<file path="config.mk">
export PLATFORM = sky130hd
export DESIGN_NAME = traffic_conflict_monitor_flat
export DESIGN_NICKNAME = d
export VERILOG_FILES = /design/src/rtl/traffic_conflict_monitor_if.sv /design/src/rtl/traffic_conflict_monitor.sv /design/src/flat_wrapper.sv
export SDC_FILE = /design/constraint.sdc
export NUM_CORES = 1
export LEC_CHECK = 0
export ABC_AREA = 0
export CAP_MARGIN = 25
export CORE_MARGIN = 4
export CORE_UTILIZATION = 50
export CTS_CLUSTER_SIZE = 8
export DETAILED_ROUTE_END_ITERATION = 10
export DONT_BUFFER_PORTS = 1
export SLEW_MARGIN = 20
export SYNTH_ARGS = -nofsm -noshare
export SYNTH_HDL_FRONTEND = slang
export SYNTH_SLANG_ARGS = --single-unit
</file>
<file path="constraint.sdc">
create_clock -name clk -period 4.45 [get_ports clk]
set_input_delay 0.2225 -clock clk [delete_from_list [all_inputs] [get_ports clk]]
set_output_delay 0.2225 -clock clk [all_outputs]
set_load 0.005 [all_outputs]
</file>
<file path="src/rtl/traffic_conflict_monitor_if.sv">
`default_nettype none
// ============================================================================
// Module      : traffic_conflict_monitor_if
// Description : Lamp inputs, software clear and fault/override outputs of the
//               traffic conflict safety monitor, bundled as one interface.
// Revision    : 1.0 - initial release
// ============================================================================
interface traffic_conflict_monitor_if;
  logic       Ra, Ya, Ga;
  logic       Rb, Yb, Gb;
  logic       clear_fault;
  logic       fault;
  logic [2:0] fault_code;
  logic       force_override;
  logic       flash_red;
  logic [7:0] fault_count;

  // Side that drives the lamps and clear request and observes the monitor
  modport master (
    output Ra, Ya, Ga, Rb, Yb, Gb, clear_fault,
    input  fault, fault_code, force_override, flash_red, fault_count
  );

  // The monitor itself
  modport slave (
    input  Ra, Ya, Ga, Rb, Yb, Gb, clear_fault,
    output fault, fault_code, force_override, flash_red, fault_count
  );
endinterface
`default_nettype wire

</file>
<file path="src/rtl/traffic_conflict_monitor.sv">
`default_nettype none
// ============================================================================
// Module      : traffic_conflict_monitor
// Description : Independent safety monitor for the two-head lamp outputs.
//               Detects conflicting greens, multiple lamps, dark heads, short
//               yellows and illegal colour sequences, latches the first fault
//               and drives an all-red flash override until cleared.
// Revision    : 1.0 - initial release
// ============================================================================
module traffic_conflict_monitor #(
  parameter int MIN_YELLOW = 3,
  parameter int MAX_DARK   = 2,
  parameter int FLASH_HALF = 4
) (
  input  wire logic               clk,
  input  wire logic               reset,
  traffic_conflict_monitor_if.slave bus
);

  localparam int DW = $clog2(MAX_DARK + 2);
  localparam int YW = $clog2(MIN_YELLOW + 2);
  localparam int FW = $clog2(FLASH_HALF + 1);
  localparam logic [DW-1:0] DARK_MAX   = DW'(MAX_DARK);
  localparam logic [YW-1:0] YEL_MIN    = YW'(MIN_YELLOW);
  localparam logic [FW-1:0] FLASH_LAST = FW'(FLASH_HALF - 1);

  // Colour encoding of the last single colour shown by a head
  localparam logic [1:0] COL_R = 2'd0;
  localparam logic [1:0] COL_Y = 2'd1;
  localparam logic [1:0] COL_G = 2'd2;

  typedef enum logic [1:0] {
    S_MONITOR  = 2'd0,
    S_FAULT    = 2'd1,
    S_CLEARING = 2'd2
  } state_t;

  // Head index 0 = street A, 1 = street B; lamp bits are {R, Y, G}
  logic [1:0][2:0]    lamp_q, lamp_d;
  logic [1:0][DW-1:0] dark_cnt_q, dark_cnt_d;
  logic [1:0][YW-1:0] yel_cnt_q, yel_cnt_d;
  logic [1:0][1:0]    last_q, last_d;
  state_t             state_q, state_d;
  logic               fault_q, fault_d;
  logic [2:0]         code_q, code_d;
  logic               override_q, override_d;
  logic               flash_q, flash_d;
  logic [FW-1:0]      flash_cnt_q, flash_cnt_d;
  logic [7:0]         count_q, count_d;
  logic               ok_q, ok_d;

  logic [1:0]      head_active, head_single, head_dark, head_multi;
  logic [1:0][1:0] head_colour;
  logic [1:0]      v_dark, v_short, v_seq;
  logic [2:0]      viol_code;

  // Only R->G, G->Y and Y->R are legal colour changes
  function automatic logic legal_step(input logic [1:0] from, input logic [1:0] to);
    return ((from == COL_R) && (to == COL_G)) ||
           ((from == COL_G) && (to == COL_Y)) ||
           ((from == COL_Y) && (to == COL_R));
  endfunction

  // Decode the registered lamps and rank violations, lowest code first
  always_comb begin
    lamp_d[0] = {bus.Ra, bus.Ya, bus.Ga};
    lamp_d[1] = {bus.Rb, bus.Yb, bus.Gb};
    for (int h = 0; h < 2; h++) begin
      head_active[h] = lamp_q[h][1] | lamp_q[h][0];
      head_multi[h]  = (lamp_q[h][2] & lamp_q[h][1]) | (lamp_q[h][2] & lamp_q[h][0]) |
                       (lamp_q[h][1] & lamp_q[h][0]);
      head_dark[h]   = ~|lamp_q[h];
      head_single[h] = ~head_multi[h] & ~head_dark[h];
      head_colour[h] = lamp_q[h][2] ? COL_R : (lamp_q[h][1] ? COL_Y : COL_G);
      v_dark[h]      = head_dark[h] && (dark_cnt_q[h] >= DARK_MAX);
      v_short[h]     = head_single[h] && (head_colour[h] == COL_R) &&
                       (last_q[h] == COL_Y) && (yel_cnt_q[h] < YEL_MIN);
      v_seq[h]       = head_single[h] && (head_colour[h] != last_q[h]) &&
                       !legal_step(last_q[h], head_colour[h]);
    end
    if (head_active[0] && head_active[1]) viol_code = 3'd1;
    else if (|head_multi)                 viol_code = 3'd2;
    else if (|v_dark)                     viol_code = 3'd3;
    else if (|v_short)                    viol_code = 3'd4;
    else if (|v_seq)                      viol_code = 3'd5;
    else                                  viol_code = 3'd0;
  end

  // Next-state: per-head history, fault latch, flash timer and clear handshake
  always_comb begin
    state_d     = state_q;
    fault_d     = fault_q;
    code_d      = code_q;
    override_d  = override_q;
    flash_d     = flash_q;
    flash_cnt_d = flash_cnt_q;
    count_d     = count_q;
    ok_d        = ok_q;

    // History always tracks the lamps; it is wiped when monitoring resumes
    for (int h = 0; h < 2; h++) begin
      if (head_dark[h])
        dark_cnt_d[h] = (dark_cnt_q[h] >= DARK_MAX) ? dark_cnt_q[h] : dark_cnt_q[h] + 1'b1;
      else
        dark_cnt_d[h] = '0;
      if (head_single[h] && (head_colour[h] == COL_Y))
        yel_cnt_d[h] = (yel_cnt_q[h] >= YEL_MIN) ? yel_cnt_q[h] : yel_cnt_q[h] + 1'b1;
      else if (head_single[h])
        yel_cnt_d[h] = '0;
      else
        yel_cnt_d[h] = yel_cnt_q[h];
      last_d[h] = head_single[h] ? head_colour[h] : last_q[h];
    end

    // Flash timer runs in both fault-holding states
    if (state_q != S_MONITOR) begin
      if (flash_cnt_q == FLASH_LAST) begin
        flash_cnt_d = '0;
        flash_d     = ~flash_q;
      end else begin
        flash_cnt_d = flash_cnt_q + 1'b1;
      end
    end

    case (state_q)
      S_MONITOR: begin
        if (viol_code != 3'd0) begin
          state_d     = S_FAULT;
          fault_d     = 1'b1;
          code_d      = viol_code;
          override_d  = 1'b1;
          flash_d     = 1'b1;
          flash_cnt_d = '0;
          count_d     = (count_q == 8'hFF) ? count_q : count_q + 8'd1;
        end
      end
      S_FAULT: begin
        if (bus.clear_fault) begin
          state_d = S_CLEARING;
          ok_d    = 1'b0;
        end
      end
      S_CLEARING: begin
        // Require two consecutive cycles of both heads at single red
        if ((lamp_q[0] == 3'b100) && (lamp_q[1] == 3'b100)) begin
          if (ok_q) begin
            state_d     = S_MONITOR;
            fault_d     = 1'b0;
            code_d      = 3'd0;
            override_d  = 1'b0;
            flash_d     = 1'b0;
            flash_cnt_d = '0;
            ok_d        = 1'b0;
            dark_cnt_d  = '0;
            yel_cnt_d   = '0;
            last_d      = {COL_R, COL_R};
          end else begin
            ok_d = 1'b1;
          end
        end else begin
          ok_d = 1'b0;
        end
      end
      default: state_d = S_MONITOR;
    endcase
  end

  // State and output registers with synchronous reset
  always_ff @(posedge clk) begin
    if (reset) begin
      lamp_q      <= '0;
      dark_cnt_q  <= '0;
      yel_cnt_q   <= '0;
      last_q      <= {COL_R, COL_R};
      state_q     <= S_MONITOR;
      fault_q     <= 1'b0;
      code_q      <= 3'd0;
      override_q  <= 1'b0;
      flash_q     <= 1'b0;
      flash_cnt_q <= '0;
      count_q     <= 8'd0;
      ok_q        <= 1'b0;
    end else begin
      lamp_q      <= lamp_d;
      dark_cnt_q  <= dark_cnt_d;
      yel_cnt_q   <= yel_cnt_d;
      last_q      <= last_d;
      state_q     <= state_d;
      fault_q     <= fault_d;
      code_q      <= code_d;
      override_q  <= override_d;
      flash_q     <= flash_d;
      flash_cnt_q <= flash_cnt_d;
      count_q     <= count_d;
      ok_q        <= ok_d;
    end
  end

  assign bus.fault          = fault_q;
  assign bus.fault_code     = code_q;
  assign bus.force_override = override_q;
  assign bus.flash_red      = flash_q;
  assign bus.fault_count    = count_q;

endmodule
`default_nettype wire

</file>
<file path="src/flat_wrapper.sv">
// flat-port wrapper written by rule: the top's interface ports become plain ports
module traffic_conflict_monitor_flat 
#(
  parameter int MIN_YELLOW = 3,
  parameter int MAX_DARK   = 2,
  parameter int FLASH_HALF = 4
)
  (clk, reset, bus_Ra, bus_Ya, bus_Ga, bus_Rb, bus_Yb, bus_Gb, bus_clear_fault, bus_fault, bus_fault_code, bus_force_override, bus_flash_red, bus_fault_count);
  traffic_conflict_monitor_if bus_i ();
  input  wire logic clk;
  input  wire logic reset;
  input wire logic [$bits(bus_i.Ra)-1:0] bus_Ra;
  input wire logic [$bits(bus_i.Ya)-1:0] bus_Ya;
  input wire logic [$bits(bus_i.Ga)-1:0] bus_Ga;
  input wire logic [$bits(bus_i.Rb)-1:0] bus_Rb;
  input wire logic [$bits(bus_i.Yb)-1:0] bus_Yb;
  input wire logic [$bits(bus_i.Gb)-1:0] bus_Gb;
  input wire logic [$bits(bus_i.clear_fault)-1:0] bus_clear_fault;
  output wire logic [$bits(bus_i.fault)-1:0] bus_fault;
  output wire logic [$bits(bus_i.fault_code)-1:0] bus_fault_code;
  output wire logic [$bits(bus_i.force_override)-1:0] bus_force_override;
  output wire logic [$bits(bus_i.flash_red)-1:0] bus_flash_red;
  output wire logic [$bits(bus_i.fault_count)-1:0] bus_fault_count;
  assign bus_i.Ra = bus_Ra;
  assign bus_i.Ya = bus_Ya;
  assign bus_i.Ga = bus_Ga;
  assign bus_i.Rb = bus_Rb;
  assign bus_i.Yb = bus_Yb;
  assign bus_i.Gb = bus_Gb;
  assign bus_i.clear_fault = bus_clear_fault;
  assign bus_fault = bus_i.fault;
  assign bus_fault_code = bus_i.fault_code;
  assign bus_force_override = bus_i.force_override;
  assign bus_flash_red = bus_i.flash_red;
  assign bus_fault_count = bus_i.fault_count;
  traffic_conflict_monitor #(.MIN_YELLOW(MIN_YELLOW), .MAX_DARK(MAX_DARK), .FLASH_HALF(FLASH_HALF)) u_core (.clk(clk), .reset(reset), .bus(bus_i));
endmodule
</file>
==> flow_metrics.env <==
export IMPL_path_cells="nor2_1 > a32oi_1 > nand4b_1 > o41ai_4 > mux2i_1 > nor2_1"
export IMPL_period_share_pct=51.45
export IMPL_final_cell_mix="39 x dfxtp_1, 27 x nor2_1, 17 x a21oi_1"
export IMPL_setup_tns_ns=0
export IMPL_die_area_um2=5038
export IMPL_finalHoldViolCount=0
export IMPL_grt_usage_pct=16.08
export IMPL_die_h_um=70.98
export IMPL_gp_congestion=0.7490
export IMPL_yosysWarnings=0
export IMPL_synthFlopType="dfxtp_1"
export IMPL_htreeDepth=2
export IMPL_crit_cells=6
export IMPL_critPathKind="register to register"
export IMPL_required_ns=4.61
export IMPL_hpwlAfterDp_um=2723
export IMPL_leakagePower_nw=0.7807
export IMPL_die_w_um=70.98
export IMPL_clk_pin_slew_ns=0.08
export IMPL_synth_cells=228
export IMPL_max_freq_ghz=0.4368
export IMPL_cpMaxStageDelayCell="o41ai_4"
export IMPL_syn_area_um2=1983
export IMPL_status="complete, no violations"
export IMPL_timing_hold_ws_ns=0.06034
export IMPL_numCtsBuffers=5
export IMPL_worst_endpoint_arrival_ns=2.45
export IMPL_detail_route_antenna_nets=0
export IMPL_grt_pass1_vias=1460
export IMPL_p_per_area_nw_per_um2=363.2
export IMPL_placed_area_um2=1972
export IMPL_slew_limit_headroom_pct=40.87
export IMPL_cp_top_family="compound AO/OA/AOI/OAI gates"
export IMPL_ioPinCount=23
export IMPL_r2r_start="u_core.lamp_q[4]$_SDFF_PP0_"
export IMPL_root_buffer="clkbuf_8"
export IMPL_crit_end="u_core.bus.fault_count[1]$_SDFFE_PP0P_"
export IMPL_cts_hold_buf=2
export IMPL_overflow=0
export IMPL_drive_gt1_share_pct=7.489
export IMPL_cp_num_buf_inv=0
export IMPL_layout_commonest_cell="dfxtp_1"
export IMPL_synth_seq_area_share_pct=39.37
export IMPL_min_period_ns=2.289
export IMPL_wl_per_cell_um=14.14
export IMPL_cpMostUsedCell="nor2_1"
export IMPL_grt_pass1_wl_um=6513
export IMPL_cpPeakStageDelay_ns=0.67
export IMPL_ys_seq_elements=39
export IMPL_startpoint="u_core.lamp_q[4]$_SDFF_PP0_"
export IMPL_synth_fp_nets=247
export IMPL_synth_edf_count=0
export IMPL_syn_area_per_cell_um2=8.698
export IMPL_synth_async_reset_ratio_pct=0
export IMPL_post_cts_resize_count=0
export IMPL_drv_cap=0
export IMPL_rsz0062_at_grt="false"
export IMPL_vdd_ir_drop_max_uv=217.8
export IMPL_synth_distinct_cells=50
export IMPL_worstSetupStartpointType="register"
export IMPL_grt_max_degree=19
export IMPL_drtIter0Drc=75
export IMPL_io_buffers=0
export IMPL_antenna_cells=0
export IMPL_clkLatencyLatePin_ns=0.29
export IMPL_via_per_inst=5.884
export IMPL_r2r_end="u_core.bus.fault_count[1]$_SDFFE_PP0P_"
export IMPL_clock_sinks=39
export IMPL_worst_pin_slew_ns=0.8852
export IMPL_cp_end_kind="register"
export IMPL_worst_hold_path_type="input pin to register"
export IMPL_antenna_found_initial=0
export IMPL_r2r_slack_ns=2.16
export IMPL_reg2reg_depth=6
export IMPL_postCtsSetupRepairBufs=0
export IMPL_cts_tree="yes"
export IMPL_crit_fanout=14
export IMPL_postRouteWirelength_um=3888
export IMPL_syn_to_final_growth_pct=4.543
export IMPL_dr_total_vias=1618
export IMPL_coreArea_um2=3744
export IMPL_row_count=22
export IMPL_clock_path_buffers=2
export IMPL_final_nets=245
export IMPL_firstDrtPassIters=4
export IMPL_maxSlewViolCount=0
export IMPL_fin_area_um2=2073
export IMPL_initial_core_util_pct=52.97
export IMPL_setup_viol=0
export IMPL_drc_errors=0
export IMPL_fin_worst_skew_ns=0.004508
## metal layers
| layer | wire (um) | vias to the layer above | global-route usage (%) |
|---|---|---|---|
| li1 | - | 807 | - |
| met1 | 1781 | 763 | 19.23 |
| met2 | 1829 | 41 | 26.88 |
| met3 | 228 | 7 | 5.824 |
| met4 | 48 | 0 | 5.010 |
| met5 | 0 | - | 0 |
## state kept, by name, indices dropped and copies added, names as in the netlist
name / flops
u_core.bus.fault_code: 3
u_core.state_q: 2
u_core.yel_cnt_q: 6
u_core.bus.flash_red: 1
u_core.last_q: 4
u_core.lamp_q: 6
u_core.flash_cnt_q: 3
u_core.bus.fault_count: 8
u_core.dark_cnt_q: 4
u_core.ok_q: 1
u_core.bus.fault: 1
## cell usage after synthesis (2+ instances only)
| master | instances | area [um2] |
|---|---|---|
| a21oi_1 | 17 | 85.08 |
| and3_1 | 2 | 12.51 |
| nand4_1 | 3 | 18.77 |
| o21ai_0 | 11 | 55.05 |
| o21ai_1 | 6 | 30.03 |
| nor4_1 | 2 | 12.51 |
| ha_1 | 10 | 125.1 |
| mux2_2 | 2 | 22.52 |
| xnor2_1 | 3 | 26.28 |
| and4_1 | 2 | 17.52 |
| xor2_1 | 2 | 17.52 |
| nor2b_1 | 10 | 62.56 |
| o22ai_1 | 3 | 18.77 |
| buf_6 | 3 | 33.78 |
| or3_1 | 8 | 50.05 |
| maj3_2 | 2 | 22.52 |
| nand2b_1 | 3 | 18.77 |
| a32o_1 | 2 | 20.02 |
| o21bai_1 | 2 | 15.01 |
| dfxtp_1 | 39 | 780.8 |
| mux2i_1 | 2 | 20.02 |
| buf_2 | 3 | 15.01 |
| nor3_1 | 3 | 15.01 |
| nand2_1 | 11 | 41.29 |
| a21o_1 | 4 | 30.03 |
| clkbuf_1 | 4 | 15.01 |
| nand3_1 | 8 | 40.04 |
| nor2_1 | 27 | 101.4 |
| inv_1 | 11 | 41.29 |
| nand4b_1 | 3 | 26.28 |
## worst register-to-register path, stage by stage (launching register included)
cell and delay (ns):
dfxtp_1 0.58, nor2_1 0.11, a32oi_1 0.21, nand4b_1 0.28, o41ai_4 0.67, mux2i_1 0.26, nor2_1 0.05
## kinds of logic after synthesis
group	share of synthesized area, %
DFF	39.37
and+or+nand+nor	25.11
buffers and inverters	5.678
xor gates and xnor gates	2.209
AOI/OAI and AO/OA	18.05
adders and majority gates	7.445
muxes	2.145
## through the flow
step	cells	util, %	setup slack (ns)	power (mW)
2_1_floorplan	228	-	2.565	0.5132
3_3_place_gp	265	52.67	2.294	0.5203
3_5_place_dp	265	52.67	2.206	0.5260
4_1_cts	275	55.38	2.151	0.7586
5_1_grt	275	55.38	1.947	0.7912
6_report	275	55.38	2.161	0.7529
## cell type report
type | count | area [um2]
Multi-Input combinational cell | 167 | 1090
Sequential cell | 39 | 780.7
Clock buffer | 7 | 76.32
Inverter | 11 | 41.29
Tap cell | 48 | 60.06
Fill cell | 369 | 1670
Timing Repair Buffer | 2 | 20.02
Clock inverter | 1 | 5.005
## worst min path at each step
stage | startpoint | to | slack (ns) | depth (start not counted)
floorplan | bus_Ga | u_core.lamp_q[0]$_SDFF_PP0_ | 0.35 | 1
detailed placement | reset | u_core.bus.fault_count[6]$_SDFFE_PP0P_ | 0.30 | 1
global placement | reset | u_core.bus.fault_count[2]$_SDFFE_PP0P_ | 0.30 | 1
global route | bus_Ra | u_core.lamp_q[2]$_SDFF_PP0_ | 0.05 | 1
finish | bus_Ra | u_core.lamp_q[2]$_SDFF_PP0_ | 0.06 | 1
CTS | bus_Ra | u_core.lamp_q[2]$_SDFF_PP0_ | 0.05 | 1
## where the power goes
group | total [mW] | switching [mW] | internal (mW)
registers | 0.411 | 0.0368 | 0.374
logic | 0.110 | 0.0599 | 0.0503
clock network | 0.232 | 0.122 | 0.110
No activity file was read; power rests on OpenSTA's default activity.
